==> src/rtl/barrel_shift_arbiter.sv <==
// barrel_shift_arbiter: round-robin sharing of one fixed-latency pipelined shifter with tagged result return
module barrel_shift_arbiter #(
  parameter int WIDTH = 32,
  parameter int NREQ = 4,
  parameter int LATENCY = 5,
  localparam int SW = $clog2(WIDTH),
  localparam int TW = $clog2(NREQ)
) (
  input  logic                  Clock,
  input  logic                  Reset,
  input  logic [NREQ-1:0]       Req,
  input  logic [NREQ*WIDTH-1:0] ReqIn,
  input  logic [NREQ*SW-1:0]    ReqShiftAmount,
  input  logic [NREQ-1:0]       ReqShiftIn,
  input  logic                  Hold,
  output logic [NREQ-1:0]       Grant,
  output logic [WIDTH-1:0]      ShIn,
  output logic [SW-1:0]         ShShiftAmount,
  output logic                  ShShiftIn,
  input  logic [WIDTH-1:0]      ShOut,
  output logic [NREQ-1:0]       RspValid,
  output logic [WIDTH-1:0]      RspData,
  output logic                  Busy
);
  logic [TW-1:0] ptr, idx, c;
  logic          found, gnt_any;
  logic [LATENCY:0] vld;
  logic [TW-1:0] tag_q [LATENCY+1];
  // Scan downward so the last hit is the requester closest after ptr.
  always_comb begin
    idx = ptr;
    found = 1'b0;
    c = '0;
    for (int i = NREQ; i >= 1; i--) begin
      c = TW'((int'(ptr) + i) % NREQ);
      if (Req[c]) begin
        found = 1'b1;
        idx = c;
      end
    end
    gnt_any = found && !Hold && !Reset;
    Grant = gnt_any ? NREQ'(1) << idx : '0;
  end
  assign Busy = |vld;
  always_ff @(posedge Clock or posedge Reset) begin
    if (Reset) begin
      ptr <= TW'(NREQ - 1);
      ShIn <= '0;
      ShShiftAmount <= '0;
      ShShiftIn <= 1'b0;
      vld <= '0;
      for (int i = 0; i <= LATENCY; i++) tag_q[i] <= '0;
      RspValid <= '0;
      RspData <= '0;
    end else begin
      if (gnt_any) begin
        ptr <= idx;
        ShIn <= ReqIn[idx*WIDTH +: WIDTH];
        ShShiftAmount <= ReqShiftAmount[idx*SW +: SW];
        ShShiftIn <= ReqShiftIn[idx];
      end
      vld <= {vld[LATENCY-1:0], gnt_any};
      tag_q[0] <= idx;
      for (int i = 1; i <= LATENCY; i++) tag_q[i] <= tag_q[i-1];
      RspValid <= vld[LATENCY] ? NREQ'(1) << tag_q[LATENCY] : '0;
      if (vld[LATENCY]) RspData <= ShOut;
    end
  end
endmodule

==> config.mk <==
export PLATFORM = sky130hd
export DESIGN_NAME = barrel_shift_arbiter
export DESIGN_NICKNAME = d
export VERILOG_FILES = /design/src/rtl/barrel_shift_arbiter.sv
export SDC_FILE = /design/constraint.sdc
export NUM_CORES = 1
export LEC_CHECK = 0
export ABC_AREA = 1
export CORE_MARGIN = 2
export CORE_UTILIZATION = 43
export CTS_BUF_LIST = sky130_fd_sc_hd__clkbuf_16
export CTS_CLUSTER_DIAMETER = 200
export DETAILED_ROUTE_END_ITERATION = 8
export PLACE_DENSITY = 0.87
export SYNTH_ARGS = -nofsm -noshare
export SYNTH_HDL_FRONTEND = slang
export SYNTH_SLANG_ARGS = --single-unit
==> constraint.sdc <==
create_clock -name Clock -period 7.4 [get_ports Clock]
set_input_delay 1.11 -clock Clock [delete_from_list [all_inputs] [get_ports Clock]]
set_output_delay 1.11 -clock Clock [all_outputs]
set_load 0.01 [all_outputs]
==> qor.yml <==
critical_path:
  critical_path.cell_chain: "clkdlybuf4s50_1 > nand2_1 > o21ai_2 > nand2_2 > nand2_2 > inv_2 > nand2_1 > o21ai_4 > inv_1 > buf_4 > nor3_1 > clkdlybuf4s50_1"
  worst_r2r_startpoint: "ptr[0]"
  critical_path.startpoint_type: "input pin"
  crit_fanout: 41
  worst-endpoint-required_ns: 6.29
  master_of_the_slowest_instance_on_the_critical_path: "o21ai_4"
  critPathKind: "in2out"
  ff2ff_path_depth: 15
  critical_path.reg2reg.endpoint: "ShIn[28]"
  stage_delay_of_the_slowest_cell_on_the_critical_path_ns: 0.85
  worstSetupEndpointType: "output port"
  arrival_time_reported_for_the_critical_path_endpoint_ns: 4.27
  setup.reg_to_reg.worst_slack_ns: 4.03
yosys:
  synthMostInstantiatedCell: "nand2_1"
  ys_async_sr_fraction_pct: 100.0
  synthDominantCellAreaShare_pct: 44.11
  postSynthCellCount: 761
  synth-seq-cells: 94
  ys_top_cells_by_count: "499 x nand2_1, 92 x dfrtp_1, 68 x nand3_1"
  postSynth.topFlopCell: "dfrtp_1"
  post_synth_edffs: 0
  postSynthAreaPerCell_um2: 6.858
  ys_seq_area_share_pct: 45.12
  ys_warn_count: 0
  syn_area_um2: 5219
  synth.top_cells.by_area: "dfrtp_1 44%, nand2_1 36%, nand3_1 6.5%"
  mappedNetlistNets: 952
  synth_area_leader_cell: "dfrtp_1"
  netlist-cell-type-count: 27
global_routing:
  antenna_found_initial: 0
  grtUsageTotal_pct: 26.18
  grt_pass1_vias: 5603
  globalRoute.totalOverflow: 0
  grt_start_max_net_pins: 78
  grt_pass1_wl_um: 27260
clock_network:
  cts_post_setup_buffers_inserted: 0
  cts_htree_levels: 3
  hold_buffers: 0
  clock_tree.buffer_depth: 2
  tritoncts_num_sinks: 94
  cts_tree: "built"
  cts_made_buffers: 9
  clkTransAtPathRegs_ns: 0.07
  post_cts_sizing_count: 0
  clock_tree.root_cell: "clkbuf_16"
  clock_latency_ns: 0.33
place:
  placed_cell_area_um2: 7854
  post-place-ws_ns: 2.063
  routabilityCongestion: 0.9228
  post-dp-hpwl_um: 12030
  io_buffer_count: 269
  placedCellCount: 1135
route:
  ant_nets: 0
  wl_um: 16920
  wl_per_cell_um: 14.70
  first_pass_iters: 5
  route.detailed.vias_per_inst: 4.939
  drcViolationCount: 0
  detail_route.iter0.violations: 391
  detailed_route_via_count: 5685
cells_and_area:
  fill_cells: 1006
  final_design_area_no_fill_um2: 8142
  final_cells: 1151
  layout-drive-gt1-share_pct: 4.980
  insertedDiodeCount: 0
  layout-area-overhead-vs-synth_pct: 56.01
  finish.net_count: 1190
sta:
  tightestPinTransition_ns: 1.213
  setup_slack_ns: 2.016
  slew_violations: 0
  tns_ns: 0
  min_period_over_period_pct: 72.76
  rsz0062_at_grt: "false"
  maxClockFrequency_mhz: 185.7
  finalSetupViolCount: 0
  fin_worst_skew_ns: 0.009606
  slew-limit-headroom_pct: 19.10
  final_hold_violating_endpoints: 0
  finalCriticalPeriod_ns: 5.384
floorplanning:
  core-area_um2: 11910
  die_height_um: 114.2
  fp.dieW_um: 114.2
  core.rowCount: 40
  die_outline_area_um2: 13030
  io-pin-count: 270
  start_util_pct: 43.81
power:
  power_per_cell_area_nw_per_um2: 421.5
  ir_drop_v: 0.0007450
  cellLeakagePower_nw: 4.168
min_path:
  hold_depth: 0
  worst_hold_path.endpoint: "tag_q[7]"
  hp-start: "tag_q[9]"
  min-delay-path-class: "reg2reg"
run_status:
  status: "complete, no violations"
run:
  drv.max_cap_violation_count: 0
through the flow:
step | util, % | power, mW | hold slack (ns)
CTS | 68.35 | 3.438 | 0.3503
global placement | 65.93 | 2.948 | 0.3317
detailed placement | 65.93 | 2.987 | 0.3347
floorplan | - | 2.338 | 0.3312
finish | 68.35 | 3.432 | 0.3484
global route | 68.35 | 3.747 | 0.3619
cells by family (layout without fill, tap and decap cells):
kind of cell,after synthesis,count (layout),share of synthesized area (%)
buffers and inverters,61,304,6.785
flip-flops,94,94,45.12
AO/OA/AOI/OAI,5,5,0.6231
AND/OR/NAND/NOR,601,601,47.47
cell usage in the layout (no fill, tap or decap), drive strengths merged:
cell type / n
nor3b: 1
and2: 2
dfrtp: 92
nor3: 6
nand2: 506
clkinvlp: 1
a21oi: 1
nor4: 2
dfstp: 2
nand3: 79
inv: 14
clkbuf: 9
nor2: 5
clkinv: 5
buf: 6
clkdlybuf4s50: 269
o21ai: 4
worst max path at each step:
stage,startpoint,end,slack [ns],depth (start not counted)
finish,Req[0],Grant[0],2.02,12
global route,Req[0],Grant[0],1.76,12
CTS,Req[0],Grant[0],2.04,12
detailed placement,Req[0],Grant[0],2.06,12
global placement,Req[0],Grant[0],2.10,12
floorplan,Reset,Grant[0],2.37,4
registers in the layout, indices dropped and copies added, names as in the netlist:
signal and count:
ShShiftAmount 5, RspValid 4, RspData 32, tag_q 12, ShIn 32, vld 6
ptr 2, ShShiftIn 1
area by class of cell:
type                    instances  area (µm²)  area share [%]
multi-input cells             606        2524           31.00
clock inverters                 7       62.56          0.7684
flip-flops and latches         94        2355           28.92
inverters                      13       53.80          0.6608
well taps                     147       183.9           2.259
repair buffers                275        2738           33.63
clock buffers                   9       225.2           2.766
worst max-delay path, delay by kind of cell:
family / cells / cell delay [ns]
AOI/OAI and AO/OA: 2 / 0.93
buffers and inverters: 5 / 1.56
and+or+nand+nor: 5 / 0.63
power by group:
group          internal [mW]  leakage [nW]  switching (mW)
logic                  0.829          2.86            1.34
clock network          0.233         0.140           0.209
registers              0.710          1.17           0.114
metal layers:
metal,track usage [%],routed length (µm)
met1,31.81,6924
met5,0,0
met2,45.32,8144
met3,6.564,1412
met4,9.106,435
Power figures use the tool's default switching activity.
